**config.mk**
```make
export PLATFORM = sky130hd
export DESIGN_NAME = dvi_link_ctrl
export DESIGN_NICKNAME = d
export VERILOG_FILES = /design/src/rtl/dvi_pkg.sv /design/src/rtl/dvi_sync2.sv /design/src/rtl/dvi_link_ctrl.sv
export SDC_FILE = /design/constraint.sdc
export NUM_CORES = 1
export LEC_CHECK = 0
export CORE_ASPECT_RATIO = 0.8
export CORE_MARGIN = 2
export CORE_UTILIZATION = 50
export DETAILED_ROUTE_END_ITERATION = 12
export PLACE_DENSITY = 0.72
export RECOVER_POWER = 100
export SKIP_CTS_REPAIR_TIMING = 1
export SYNTH_ARGS = -nofsm -noshare
export SYNTH_HDL_FRONTEND = slang
export SYNTH_HIERARCHICAL = 1
export SYNTH_SLANG_ARGS = --single-unit
```
**constraint.sdc**
```tcl
create_clock -name i_clk -period 5.6 [get_ports i_clk]
set_clock_uncertainty 0.15 [all_clocks]
set_input_delay 1.4 -clock i_clk [delete_from_list [all_inputs] [get_ports i_clk]]
set_output_delay 1.4 -clock i_clk [all_outputs]
set_load 0.1 [all_outputs]
```
**src/rtl/dvi_pkg.sv**
```systemverilog
// Shared constants for the DVI transmit link sequencer: state encoding and
// the default video timing that sizes the vsync watchdog.
package dvi_pkg;

    typedef enum logic [2:0] {
        ST_WAIT_LOCK  = 3'd0,
        ST_SETTLE     = 3'd1,
        ST_SERDES_RST = 3'd2,
        ST_BLANK      = 3'd3,
        ST_ACTIVE     = 3'd4,
        ST_DRAIN      = 3'd5
    } state_t;

    localparam int H_TOTAL = 800;
    localparam int V_TOTAL = 525;
    // Two full frames without a vsync means the timing generator is stuck.
    localparam int WDT_DEFAULT_CYCLES = 2 * H_TOTAL * V_TOTAL;

endpackage

```
**src/rtl/dvi_sync2.sv**
```systemverilog
// Two-flop synchronizer bringing an asynchronous level into the i_clk domain.
module dvi_sync2 (
    input  logic i_clk,
    input  logic i_arst,
    input  logic i_d,
    output logic o_q
);

    logic r_meta;
    logic r_sync;

    always_ff @(posedge i_clk or posedge i_arst) begin
        if (i_arst) begin
            r_meta <= 1'b0;
            r_sync <= 1'b0;
        end else begin
            r_meta <= i_d;
            r_sync <= r_meta;
        end
    end

    assign o_q = r_sync;

endmodule

```
**src/rtl/dvi_link_ctrl.sv**
```systemverilog
// Power-up / recovery sequencer for the DVI transmit path on the pixel clock.
// Define DVI_LINK_CTRL_WATCHDOG_EN to add the vsync watchdog re-sequencing.
//
// state      | meaning
// WAIT_LOCK  | serializers and timing held in reset, waiting for lock + enable
// SETTLE     | lock seen, letting clocks settle
// SERDES_RST | serializer reset pulse, timing still held
// BLANK      | timing running, video forced black for whole frames
// ACTIVE     | link up, video passing
// DRAIN      | disable requested, video kept until the frame ends
module dvi_link_ctrl
    import dvi_pkg::*;
#(
    parameter int LOCK_SETTLE_CYCLES = 1024,
    parameter int SERDES_RST_CYCLES  = 16,
    parameter int BLANK_FRAMES       = 2,
    parameter int WDT_CYCLES         = WDT_DEFAULT_CYCLES,
    parameter int CNT_W              = 20
) (
    input  logic       i_clk,
    input  logic       i_arst,
    input  logic       i_locked,
    input  logic       i_enable,
    input  logic       i_vsync,
    output logic       o_serdes_rst,
    output logic       o_timing_rst,
    output logic       o_video_en,
    output logic       o_link_up,
    output logic [2:0] o_state,
    output logic [7:0] o_lock_loss_cnt,
    output logic       o_wdt_trip
);

    state_t             r_state;
    state_t             w_state_nxt;
    logic [CNT_W-1:0]   r_cnt;
    logic [CNT_W-1:0]   w_cnt_nxt;
    logic               r_vsync_d;
    logic               w_vs_rise;
    logic               w_locked_s;
    logic               w_lock_loss;
    logic               r_serdes_rst;
    logic               r_timing_rst;
    logic               r_video_en;
    logic               r_link_up;
    logic [7:0]         r_lock_loss_cnt;

    dvi_sync2 u_lock_sync (
        .i_clk  (i_clk),
        .i_arst (i_arst),
        .i_d    (i_locked),
        .o_q    (w_locked_s)
    );

    assign w_vs_rise = i_vsync & ~r_vsync_d;

`ifdef DVI_LINK_CTRL_WATCHDOG_EN
    logic [CNT_W-1:0]   r_wdt_cnt;
    logic               r_wdt_trip;
    logic               w_wdt_hit;
    logic               w_vid_state;
    logic               w_vid_nxt;

    assign w_vid_state = (r_state inside {ST_BLANK, ST_ACTIVE, ST_DRAIN});
    assign w_vid_nxt   = (w_state_nxt inside {ST_BLANK, ST_ACTIVE, ST_DRAIN});
`endif

    always_comb begin
        w_state_nxt = r_state;
        w_lock_loss = 1'b0;
        case (r_state)
            ST_WAIT_LOCK:
                if (w_locked_s && i_enable) w_state_nxt = ST_SETTLE;
            ST_SETTLE:
                if (!i_enable) w_state_nxt = ST_WAIT_LOCK;
                else if (r_cnt == CNT_W'(LOCK_SETTLE_CYCLES - 1)) w_state_nxt = ST_SERDES_RST;
            ST_SERDES_RST:
                if (r_cnt == CNT_W'(SERDES_RST_CYCLES - 1)) w_state_nxt = ST_BLANK;
            ST_BLANK:
                if (!i_enable) w_state_nxt = ST_WAIT_LOCK;
                else if (w_vs_rise && r_cnt == CNT_W'(BLANK_FRAMES - 1)) w_state_nxt = ST_ACTIVE;
            ST_ACTIVE:
                if (!i_enable) w_state_nxt = ST_DRAIN;
            ST_DRAIN:
                if (i_enable) w_state_nxt = ST_ACTIVE;
                else if (w_vs_rise) w_state_nxt = ST_WAIT_LOCK;
            default:
                w_state_nxt = ST_WAIT_LOCK;
        endcase
`ifdef DVI_LINK_CTRL_WATCHDOG_EN
        w_wdt_hit = 1'b0;
        if (w_vid_state && r_wdt_cnt == CNT_W'(WDT_CYCLES - 1)) begin
            w_wdt_hit   = 1'b1;
            w_state_nxt = ST_SERDES_RST;
        end
`endif
        // Lock loss overrides every other transition, including the watchdog.
        if (r_state != ST_WAIT_LOCK && !w_locked_s) begin
            w_state_nxt = ST_WAIT_LOCK;
            w_lock_loss = 1'b1;
`ifdef DVI_LINK_CTRL_WATCHDOG_EN
            w_wdt_hit   = 1'b0;
`endif
        end
        w_cnt_nxt = '0;
        if (w_state_nxt == r_state) begin
            case (r_state)
                ST_SETTLE, ST_SERDES_RST: w_cnt_nxt = r_cnt + CNT_W'(1);
                ST_BLANK:                 w_cnt_nxt = r_cnt + CNT_W'(w_vs_rise);
                default:                  w_cnt_nxt = '0;
            endcase
        end
    end

    always_ff @(posedge i_clk or posedge i_arst) begin
        if (i_arst) begin
            r_state         <= ST_WAIT_LOCK;
            r_cnt           <= '0;
            r_vsync_d       <= 1'b0;
            r_serdes_rst    <= 1'b1;
            r_timing_rst    <= 1'b1;
            r_video_en      <= 1'b0;
            r_link_up       <= 1'b0;
            r_lock_loss_cnt <= 8'd0;
        end else begin
            r_state      <= w_state_nxt;
            r_cnt        <= w_cnt_nxt;
            r_vsync_d    <= i_vsync;
            r_serdes_rst <= (w_state_nxt inside {ST_WAIT_LOCK, ST_SETTLE, ST_SERDES_RST});
            r_timing_rst <= (w_state_nxt inside {ST_WAIT_LOCK, ST_SETTLE, ST_SERDES_RST});
            r_video_en   <= (w_state_nxt inside {ST_ACTIVE, ST_DRAIN});
            r_link_up    <= (w_state_nxt == ST_ACTIVE);
            if (w_lock_loss && r_lock_loss_cnt != 8'hFF)
                r_lock_loss_cnt <= r_lock_loss_cnt + 8'd1;
        end
    end

`ifdef DVI_LINK_CTRL_WATCHDOG_EN
    always_ff @(posedge i_clk or posedge i_arst) begin
        if (i_arst) begin
            r_wdt_cnt  <= '0;
            r_wdt_trip <= 1'b0;
        end else begin
            r_wdt_trip <= w_wdt_hit;
            if (!w_vid_nxt || w_state_nxt != r_state || w_vs_rise)
                r_wdt_cnt <= '0;
            else
                r_wdt_cnt <= r_wdt_cnt + CNT_W'(1);
        end
    end

    assign o_wdt_trip = r_wdt_trip;
`else
    // Constant low; WDT_CYCLES only matters when the watchdog is built in.
    assign o_wdt_trip = (WDT_CYCLES < 0);
`endif

    assign o_serdes_rst    = r_serdes_rst;
    assign o_timing_rst    = r_timing_rst;
    assign o_video_en      = r_video_en;
    assign o_link_up       = r_link_up;
    assign o_state         = r_state;
    assign o_lock_loss_cnt = r_lock_loss_cnt;

endmodule
```
* Word-level counts from Yosys, hierarchy flattened *
Index checks and enable logic that the tools add are counted.

operators by class
  reductions and logical operators = 11
  muxes and demuxes = 14
  add/subtract/negate cells = 3
  eq/ne operators = 14
  bitwise logic cells = 2

operators with widths
  operator               number
  $pmux 20 s2            1
  $mux 3                 10
  $add 20x1->20          1
  $add 20x1->20 const B  1
  $eq 20x1->1 const B    1
  $eq 20x10->1 const B   1
  $eq 20x4->1 const B    1
  $mux 20                1
  $pmux 3 s6             1
  $eq 3x3->1 const B     4
  $eq 3x2->1 const B     3
  $add 8x1->8 const B    1
  $ne 8x8->1 const B     1
  $eq 3x1->1 const B     2
  $logic_not 3->1        2
  $reduce_bool 3->1      2
  $logic_and 1x1->1      4
  $eq 3x3->1             1
  $reduce_bool 2->1      1
  $reduce_or 2->1        1
  $and 1x1->1            1
  $logic_not 1->1        1
  $mux 1                 1
  $not 1->1              1

word-level totals
  input port bits = 5
  logic and storage cells = 53
  output and inout port bits = 16
  flip-flop bits (word level) = 37

* Logic depth before layout (Yosys ltp) *
Gate-level depths: netlist of run 1.

  depth in word-level cells = 9
  mapped depth = 10

* Cells and area by module *
Netlist of run 1, hierarchy kept.

by module, submodules not included
  module         cells an instance  area each (µm²)  times used
  dvi_link_ctrl  192                1,809.2          1
  dvi_sync2      3                  53.8             1

* Least setup slack after synthesis of run 1 *
No wires, ideal clock.

  kind = input-to-reg
  start point = input port i_enable
  end point = register r_cnt[17]
  library setup time = 0.119 ns
  arrival = 2.669 ns
  path slack = 2.662 ns
  cell stages on the path = 8
  cell sequence = clkbuf_1 -> nand4_1 -> or4_1 -> nor3_1 -> o21ai_0 -> o211ai_2 -> buf_6 -> nor2_1

on the way
  cells in the longest elaborated chain, start to end = 6

ends and longest elaborated chain
  item                  RTL line              text
  start, declared       dvi_link_ctrl.sv:23   input logic i_enable,
  $logic_and 1x1->1     dvi_link_ctrl.sv:73   if (w_locked_s && i_enable) w_state_nxt = ST_SETTLE;
  $mux 3                dvi_link_ctrl.sv:73
  $pmux 3 s6 *          dvi_link_ctrl.sv:71   case (r_state)
  $mux 3 *              dvi_link_ctrl.sv:98   if (r_state != ST_WAIT_LOCK && !w_locked_s) begin
  $eq 3x3->1 *          dvi_link_ctrl.sv:106  if (w_state_nxt == r_state) begin
  $mux 20 *             dvi_link_ctrl.sv:106
  net w_cnt_nxt[17]     dvi_link_ctrl.sv:37   logic [CNT_W-1:0] w_cnt_nxt;
  end signal, assigned  dvi_link_ctrl.sv:127  r_cnt <= w_cnt_nxt;
  end, declared         dvi_link_ctrl.sv:36   logic [CNT_W-1:0] r_cnt;

Mark *: on every way through the listed nets, which the timed path passes. The rest lies on a longest branch.
A chain may end at the register's enable or synchronous reset.

* Worst setup path after layout of run 1 *
  start point = input port i_vsync
  end point = register r_cnt[14]

on the way
  cells in the longest elaborated chain, start to end = 8

ends and longest elaborated chain
  item                                                                   RTL line              text
  start, declared                                                        dvi_link_ctrl.sv:24   input logic i_vsync,
  $and 1x1->1 *                                                          dvi_link_ctrl.sv:55   assign w_vs_rise = i_vsync & ~r_vsync_d;
  parallel branches: the longest is 6 deep, another holds $add 20x1->20  n/a
  $mux 20 *                                                              dvi_link_ctrl.sv:106
  net w_cnt_nxt[14]                                                      dvi_link_ctrl.sv:37

Mark *: on every way through the listed nets, which the timed path passes.

==> out/summary.txt, run 1 <==
Max IR drop VDD = 0.351 mV
vias in the first global route = 1434
average cell area after synthesis = 9.55 um2
post-DR wirelength/cell = 14.2 um
largest net degree at the start of global routing = 36
total negative slack = 0 ns
share of cells above drive strength 1 = 0.0514
std cell rows = 19
DRC viols = 0
Tightest Pin Transition = 1.82 ns
data required time of the worst path = 5.56 ns
final hold vios = 0
Lkg Pwr = 0.939 nW
RSZ-0062 raised after global routing = no
clk_lat worst skew = 0.29 ns
Fmax = 251 MHz
run status = complete, but fails checks
Detail Route Antenna Nets = 0
worst-case reg-to-reg path depth = 6
final wirelength = 3650 um
Synth Register Bits = 37
Die Y = 58.6 um
endpoint class of the critical path = flop
Post-DP HPWL = 2600 um
failing checks = capacitance limit, slew limit
Initial Utilization = 0.533
clk slew on worst S/H paths = 0.07 ns
library cells used by synthesis = 37
first-pass GRT wire length = 6430 um
Pre-antenna DRT Iters = 4
fin crit period = 3.98 ns
max_slew headroom = -0.211
area leader, netlist = dfrtp_1
# H-tree levels = 2
Syn-to-layout area delta = 15.4%
sequential area share after synthesis = 0.498
Clock power frac = 0.275
nets = 221
Post-Syn Area = 1860 um2
Yosys warnings = 6
clk buf depth = 2
Switch Pwr = 0.000285 W
Hold Crit Class = flop to flop
root buffer selected by CTS = clkbuf_8
period utilization = 0.710
WS Path Type = primary input to flop
Post-DP Area = 2060 um2
Tot GR Track Use = 0.202
fin area = 2150 um2
die width = 72.2 um
grt ovf = 0
post-DR vias/cell = 5.59
switch share = 0.391
Slew Limit Fails = 36
Vias = 1431
io pins = 21
Sink Count = 37
TritonCTS clock tree = built
Die Footprint = 4230 um2
Gate power share = 0.299
antenna violations before repair = 0
core box area = 3490 um2
area share of the largest cell type after synthesis = 0.484
synth top area cells = dfrtp_1, xor2_1, nor2_1, xnor2_1, nand2_1
crit start category = primary input
1st-iter DRT viols = 118
# setup viols final = 0
pwr dens = 339 nW/um2
Syn Inst Count = 195
CTS Buf Count = 5
hold path cells = 0
number of port buffers = 19
syn_nets = 203
Worst Path Arrival = 3.94 ns
Ant. Diodes = 0
Seq pwr share = 0.426
Worst Path Max Fanout = 20
Cell Int Power = 0.000444 W
Max-Cap Viols = 1
placer's final routability congestion estimate = 0.930
==> final cells by class <==
type | count | area (um2)
Clock buffer | 7 | 96.3
Clock inverter | 1 | 5.00
Fill cell | 295 | 1350
Inverter | 8 | 30.0
Multi-Input combinational cell | 141 | 845
Sequential cell | 37 | 927
Tap cell | 42 | 52.6
Timing Repair Buffer | 20 | 194
==> power by group through the flow <==
| stage | Sequential, W | Combinational, W | Clock, W |
|---|---|---|---|
| 2_1_floorplan | 0.000439 | 0.0000494 | 0 |
| 3_3_place_gp | 0.000314 | 0.000223 | 0 |
| 3_5_place_dp | 0.000316 | 0.000226 | 0 |
| 4_1_cts | 0.000312 | 0.000227 | 0.000208 |
| 5_1_grt | 0.000315 | 0.000226 | 0.000219 |
| 6_report | 0.000311 | 0.000218 | 0.000201 |
==> registers in the layout (all words and copies together) (netlist names) <==
register,count
o_timing_rst,1
u_lock_sync/r_meta,1
u_lock_sync/o_q,1
r_vsync_d,1
o_link_up,1
o_state,3
o_lock_loss_cnt,8
r_cnt,20
o_video_en,1
==> cell usage after synthesis (all sizes together) <==
cell type and count:
xor2 14, nor3b 1, nor3 9, dfrtp 36, o22ai 3, and3 5
or3 2, buf 4, a31o 1, ha 3, nand2b 1, nor4 6
a311oi 1, dfstp 1, a21o 1, a21oi 2, nand4 7, conb 1
o21bai 1, nand3 10, o21ai 2, nand2 15, a31oi 1, nor2b 3
clkbuf 5, a41oi 1, mux2 1, and4 1, xnor2 11, and2 2
or4 1, o21a 2, inv 8, nor2 32, o211ai 1
==> path summary, 6_finish.rpt <==
kind	end	start	slack, ns
worst max-delay path	r_cnt[14]	i_vsync	1.62
worst min-delay path	u_lock_sync/o_q	u_lock_sync/r_meta	0.22
worst max register to register	r_cnt[14]	r_cnt[14]	2.26
worst min register to register	u_lock_sync/o_q	u_lock_sync/r_meta	0.22
max in group asynchronous	o_state[1]	i_arst	2.18
min in group asynchronous	u_lock_sync/r_meta	i_arst	1.27
==> cell families after synthesis <==
| kind of cell | synth area share |
|---|---|
| xor gates and xnor gates | 0.118 |
| DFF | 0.498 |
| other | 0.00201 |
| adders and majority gates | 0.0201 |
| buffers and inverters | 0.0463 |
| muxes | 0.00604 |
| and+or+nand+nor | 0.249 |
| AOI/OAI and AO/OA | 0.0611 |
==> through the flow <==
stage               setup slack (ns)  hold WS [ns]  std cells   util  total power, W
floorplan                       2.66         0.181        195      -        0.000488
global placement                1.93         0.188        248  0.589        0.000537
detailed placement              1.86         0.200        248  0.589        0.000542
CTS                             1.96         0.217        256  0.618        0.000747
global route                    1.40         0.229        256  0.615        0.000760
finish                          1.62         0.216        256  0.615        0.000729
==> critical path, stage by stage <==
cell           delay [ns]
dlygate4sd3_1        0.56
nand2b_1             0.10
or3_1                0.41
a31o_1               0.23
o211ai_1             1.09
nor2_1               0.14
==> routing by layer <==
metal,track usage,up-vias,part of all wire,wire length [um]
met2,0.299,41,0.44,1620
li1,-,695,-,-
met5,0,-,0,0
met3,0.0651,5,0.054,196
met1,0.268,690,0.49,1780
met4,0.0997,0,0.013,47
==> placed cells by master, fill, tap and decap left out, drive strengths merged, types with 2 or more instances in the layout <==
cell | netlist | layout
nor2 | 32 | 32
dfrtp | 36 | 36
nor4 | 6 | 6
clkbuf | 5 | 8
dlygate4sd3 | 0 | 19
nor2b | 3 | 3
o21ai | 2 | 2
nand4 | 7 | 7
inv | 8 | 8
nand3 | 10 | 10
ha | 3 | 3
and3 | 5 | 5
a21oi | 2 | 2
o22ai | 3 | 3
o21a | 2 | 2
and2 | 2 | 2
xor2 | 14 | 14
nor3 | 9 | 9
nand2 | 15 | 15
xnor2 | 11 | 11
or3 | 2 | 2
(Power assumes the default switching activity.)
==> run 2: changes to the inputs <==
- PLACE_DENSITY: 0.72 -> 0.75
- clock period: 5.6 -> 3.4 ns (I/O delays scaled with it)
==> run 2 against run 1 <==
  * Worst setup slack worse by 1.2 ns
  * Die area unchanged
  * Hold slack worse by 0.014 ns
  * Count of clock-buffer cells in the layout up 1
  * Register-to-register slack worse by 1.7 ns
  * First-iteration DRC count up 9.3%
  * Clock power up 44%
  * Core utilization down 2.9 points
  * Wire length down 1.8%
  * Critical path type unchanged
  * Non-clock buffer count up 1
  * Largest power group unchanged
  * Sequential power up 64%
  * The run now ends clean
  * Sequential share of layout area up 2.1 points
==> out/summary.txt, run 2 (synthesized netlist as in run 1, its figures left out) <==
TritonCTS clock tree = built (unchanged)
vias in the first global route = 1356 (was 1434)
Switch Pwr = 0.000462 W (was 0.000285 W)
final hold vios = 0 (unchanged)
first-pass GRT wire length = 6210 um (was 6430 um)
share of cells above drive strength 1 = 0.0512 (was 0.0514)
core box area = 3490 um2 (unchanged)
Non-Filler Instances = 257 (was 256)
RSZ-0062 raised after global routing = no (unchanged)
r2r setup slk = 0.58 ns (was 2.26 ns)
Initial Utilization = 0.533 (unchanged)
pwr dens = 551 nW/um2 (was 339 nW/um2)
most flop-heavy register = r_cnt (unchanged)
grt ovf = 0 (unchanged)
Fmax = 331 MHz
# setup viols final = 0 (unchanged)
Max-Cap Viols = 0 (was 1)
CP Cell Sequence = dlygate4sd3_1, nand2b_1, nand3_1, ha_1, ha_1, nand3_1, nor2_1, nand4_1, xor2_1, nor2_1 (was dlygate4sd3_1, nand2b_1, or3_1, a31o_1, o211ai_1, nor2_1)
Cell Int Power = 0.000667 W (was 0.000444 W)
Die Footprint = 4230 um2 (unchanged)
Lkg Pwr = 0.869 nW (was 0.939 nW)
CP delay by family, top = simple AND/OR/NAND/NOR gates (was compound AO/OA/AOI/OAI gates)
clk_lat worst skew = 0.29 ns (about the same)
final wirelength = 3580 um (was 3650 um)
Clock power frac = 0.256 (was 0.275)
CTS Buf Count = 5 (unchanged)
Detail Route Antenna Nets = 0 (unchanged)
root buffer selected by CTS = clkbuf_8 (unchanged)
Pre-antenna DRT Iters = 4 (unchanged)
switch share = 0.409 (was 0.391)
total negative slack = 0 ns (unchanged)
Die Y = 58.6 um (unchanged)
Post-DP HPWL = 2580 um (was 2600 um)
Vias = 1421 (was 1431)
fill count = 314 (was 295)
Largest register FFs = 20 (unchanged)
max_slew headroom = 0.217 (was -0.211)
data required time of the worst path = 3.38 ns (was 5.56 ns)
Syn-to-layout area delta = 9.94% (was 15.4%)
# H-tree levels = 2 (unchanged)
Worst Path Max Fanout = 5 (was 20)
crit start category = primary input (unchanged)
Hold Crit Class = flop to flop (unchanged)
WS Path Type = primary input to flop (unchanged)
Slew Limit Fails = 0 (was 36)
Worst Path Arrival = 3.01 ns (was 3.94 ns)
std cell rows = 19 (unchanged)
Tot GR Track Use = 0.192 (was 0.202)
clk slew on worst S/H paths = 0.07 ns (about the same)
Worst path max stage delay = 0.56 ns (was 1.09 ns)
most frequent cells in the layout = dfrtp_1, nor2_1, clkbuf_1, nand2_1, xor2_1 (was dfrtp_1, nor2_1, dlygate4sd3_1, nand2_1, xor2_1)
largest net degree at the start of global routing = 36 (unchanged)
Ant. Diodes = 0 (unchanged)
nets = 222 (was 221)
Max IR drop VDD = 0.448 mV (was 0.351 mV)
most common cell after layout, fill and taps aside = dfrtp_1 (unchanged)
Sink Count = 37 (unchanged)
die width = 72.2 um (unchanged)
Seq pwr share = 0.452 (was 0.426)
endpoint class of the critical path = flop (unchanged)
post-DR vias/cell = 5.53 (was 5.59)
placer's final routability congestion estimate = 0.877 (was 0.930)
antenna violations before repair = 0 (unchanged)
run status = complete, no violations (was complete, but fails checks)
io pins = 21 (unchanged)
1st-iter DRT viols = 129 (was 118)
Tightest Pin Transition = 1.18 ns (was 1.82 ns)
period utilization = 0.888
number of port buffers = 19 (unchanged)
fin crit period = 3.02 ns
clk buf depth = 2 (unchanged)
Gate power share = 0.292 (was 0.299)
CP max-delay cell = dlygate4sd3_1 (was o211ai_1)
cell total after placement = 249 (was 248)
post-DR wirelength/cell = 13.9 um (was 14.2 um)
DRC viols = 0 (unchanged)
CP bufs+invs = 1 (unchanged)
[run 2: stage by stage]
| step | hold slack, ns | utilization | setup WS (ns) | power, W | area, um2 |
|---|---|---|---|---|---|
| 3_3_place_gp | 0.187 | 0.580 | 0.256 | 0.000871 | 2030 |
| 3_5_place_dp | 0.190 | 0.580 | 0.130 | 0.000878 | 2030 |
| 6_report | 0.202 | 0.586 | 0.379 | 0.00113 | 2050 |
| 2_1_floorplan | 0.181 | - | 0.597 | 0.000805 | 1860 |
| 5_1_grt | 0.222 | 0.586 | 0.188 | 0.00118 | 2050 |
| 4_1_cts | 0.203 | 0.603 | 0.423 | 0.00117 | 2110 |
[run 2: area by class of cell]
class	count	area (um2)	share of cell area
clock buffer	8	80.1	0.0391
inverter	8	30.0	0.0147
multi-input combinational	141	850	0.415
sequential	37	927	0.453
tap	42	52.6	0.0257
timing repair buffer	21	109	0.0531
[run 2: worst paths after layout]
kind | cells past startpoint | to | startpoint
min in group asynchronous | 2 | u_lock_sync/o_q | i_arst
worst min-delay path | 0 | u_lock_sync/o_q | u_lock_sync/r_meta
worst min register to register | 0 | u_lock_sync/o_q | u_lock_sync/r_meta
max in group asynchronous | 3 | r_cnt[6] | i_arst
worst max register to register | 6 | r_cnt[16] | r_cnt[4]
worst max-delay path | 10 | r_cnt[16] | i_vsync
[run 2: power by group through the flow]
stage          Sequential, W  Combinational (W)  Clock (W)
2_1_floorplan       0.000723          0.0000813          0
3_3_place_gp        0.000516           0.000355          0
3_5_place_dp        0.000519           0.000359          0
4_1_cts             0.000512           0.000359   0.000296
5_1_grt             0.000516           0.000346   0.000314
6_report            0.000511           0.000329   0.000289
[run 2: routing by layer]
metal | up-vias | wire length, um | GRT usage
li1 | 699 | - | -
met1 | 675 | 1780 | 0.276
met2 | 40 | 1530 | 0.282
met3 | 7 | 224 | 0.0565
met4 | 0 | 48 | 0.0647
met5 | - | 0 | 0
[run 2: worst reg2reg max path, stage by stage (launching register included)]
cell	delay (ns)
dfrtp_1	0.45
nor4_2	0.42
nand3_1	0.18
or3_1	0.44
a31o_1	0.23
o211ai_2	0.66
nor2_1	0.14
==> run 3: changes to the inputs <==
- PLACE_DENSITY: 0.75 -> 0.72
- RECOVER_POWER: 100 -> 50
- TNS_END_PERCENT: default -> 20
- clock period: 3.4 -> 3.2 ns (I/O delays scaled with it)
==> run 3 against run 2 <==
  * Cell area up 4.0%
  * Power is 18% higher
  * Critical path depth fell by 4
  * Via count decreased by 1.5%
  * Sequential power grew 6.7%
  * Core utilization up 2.3 points
  * Highest routed layer unchanged
  * Combinational power rose by 16%
  * Clock power rose by 42%
==> out/summary.txt, run 3 (synthesized netlist as in run 1, its figures left out) <==
core box area = 3490 um2 (unchanged)
grt ovf = 0 (unchanged)
Die Y = 58.6 um (unchanged)
endpoint class of the critical path = flop (unchanged)
pre-CTS WS = 0.0298 ns (was 0.130 ns)
final wirelength = 3680 um (was 3580 um)
most frequent cells in the layout = dfrtp_1, nor2_1, nand2_1, xor2_1, buf_4 (was dfrtp_1, nor2_1, clkbuf_1, nand2_1, xor2_1)
RSZ-0062 raised after global routing = no (unchanged)
Ant. Diodes = 0 (unchanged)
data required time of the worst path = 3.18 ns (was 3.38 ns)
most common cell after layout, fill and taps aside = dfrtp_1 (unchanged)
Worst Path Arrival = 2.92 ns (was 3.01 ns)
std cell rows = 19 (unchanged)
most flop-heavy register = r_cnt (unchanged)
CP delay by family, top = compound AO/OA/AOI/OAI gates (was simple AND/OR/NAND/NOR gates)
number of port buffers = 19 (unchanged)
r2r setup slk = 0.34 ns (was 0.58 ns)
vias in the first global route = 1357 (was 1356)
Largest register FFs = 20 (unchanged)
Worst path max stage delay = 0.67 ns (was 0.56 ns)
root buffer selected by CTS = clkbuf_8 (unchanged)
Sink Count = 37 (unchanged)
Pre-antenna DRT Iters = 4 (unchanged)
Die Footprint = 4230 um2 (unchanged)
met2 usage in global routing = 0.300 (was 0.282)
clk buf depth = 2 (unchanged)
met1 Usage GRT = 0.254 (was 0.276)
M3 GR Usage = 0.0565 (unchanged)
Slew Limit Fails = 0 (unchanged)
GR peak layer = met2 (unchanged)
fin crit period = 2.94 ns
run status = complete, no violations (unchanged)
CP Cell Sequence = dlygate4sd3_1, nand2b_1, or3_1, a31o_1, o211ai_2, nor2_1 (was dlygate4sd3_1, nand2b_1, nand3_1, ha_1, ha_1, nand3_1, nor2_1, nand4_1, xor2_1, nor2_1)
Fmax = 341 MHz
Lkg Pwr = 0.934 nW (was 0.869 nW)
Post-DP Area = 2030 um2 (unchanged)
placer's final routability congestion estimate = 0.917 (was 0.877)
clk_lat worst skew = 0.29 ns (about the same)
crit start category = primary input (unchanged)
TritonCTS clock tree = built (unchanged)
Hold Crit Class = flop to flop (unchanged)
Post-DP HPWL = 2580 um (about the same)
Syn-to-layout area delta = 14.3% (was 9.94%)
total negative slack = 0 ns (unchanged)
max_slew headroom = 0.211 (was 0.217)
post-DR wirelength/cell = 14.3 um (was 13.9 um)
nets = 222 (unchanged)
pwr dens = 627 nW/um2 (was 551 nW/um2)
first-pass GRT wire length = 6200 um (was 6210 um)
die width = 72.2 um (unchanged)
CTS Buf Count = 5 (unchanged)
final hold vios = 0 (unchanged)
CP bufs+invs = 1 (unchanged)
share of cells above drive strength 1 = 0.116 (was 0.0512)
total power = 0.00134 W (was 0.00113 W)
final worst setup slack = 0.264 ns (was 0.379 ns)
Max IR drop VDD = 0.796 mV (was 0.448 mV)
1st-iter DRT viols = 95 (was 129)
io pins = 21 (unchanged)
clk slew on worst S/H paths = 0.07 ns (about the same)
# H-tree levels = 2 (unchanged)
Vias = 1399 (was 1421)
largest net degree at the start of global routing = 36 (unchanged)
antenna violations before repair = 0 (unchanged)
Tightest Pin Transition = 1.19 ns (was 1.18 ns)
fin area = 2130 um2 (was 2050 um2)
post-DR vias/cell = 5.44 (was 5.53)
Max-Cap Viols = 0 (unchanged)
Worst Path Max Fanout = 20 (was 5)
Initial Utilization = 0.533 (unchanged)
# setup viols final = 0 (unchanged)
Core Util, Final = 0.609 (was 0.586)
DRC viols = 0 (unchanged)
period utilization = 0.917
CP max-delay cell = o211ai_2 (was dlygate4sd3_1)
WS Path Type = primary input to flop (unchanged)
Detail Route Antenna Nets = 0 (unchanged)
Tot GR Track Use = 0.193 (was 0.192)
run 3: changes by cell type in the layout (fill, tap and decap cells not counted), sizes merged:
cell,before,now
buf,1,13
bufinv,0,1
clkbuf,24,11
clkdlybuf4s50,0,1
dlygate4sd3,4,3
run 3: area by class of cell:
class                      instances  area [um2]
tap                               42        52.6
sequential                        37         927
inverter                           8        30.0
clock buffer                       7        86.3
clock inverter                     1        30.0
timing repair buffer              21         154
fill                             301        1370
multi-input combinational        141         850
run 3: final timing paths:
kind / endpoint / depth (start not counted) / startpoint
setup / recovery: r_cnt[10] / 6 / i_vsync
hold / removal: u_lock_sync/o_q / 0 / u_lock_sync/r_meta
setup reg to reg: r_cnt[10] / 6 / r_cnt[15]
hold reg to reg: u_lock_sync/o_q / 0 / u_lock_sync/r_meta
max in group asynchronous: r_cnt[19] / 3 / i_arst
min in group asynchronous: u_lock_sync/r_meta / 2 / i_arst
run 3: report_power, final:
| group | total, W | switching [W] | internal (W) |
|---|---|---|---|
| logic | 0.000382 | 0.000301 | 0.0000811 |
| clock network | 0.000409 | 0.000155 | 0.000254 |
| registers | 0.000545 | 0.0000430 | 0.000502 |
run 3: per-stage QoR:
stage	hold WS, ns	instances
2_1_floorplan	0.181	195
3_3_place_gp	0.186	249
3_5_place_dp	0.186	249
4_1_cts	0.202	257
5_1_grt	0.203	257
6_report	0.201	257
run 3: routing by layer:
metal	up-vias	wire, um
li1	698	-
met1	668	1790
met2	26	1680
met3	7	155
met4	0	50
met5	-	0
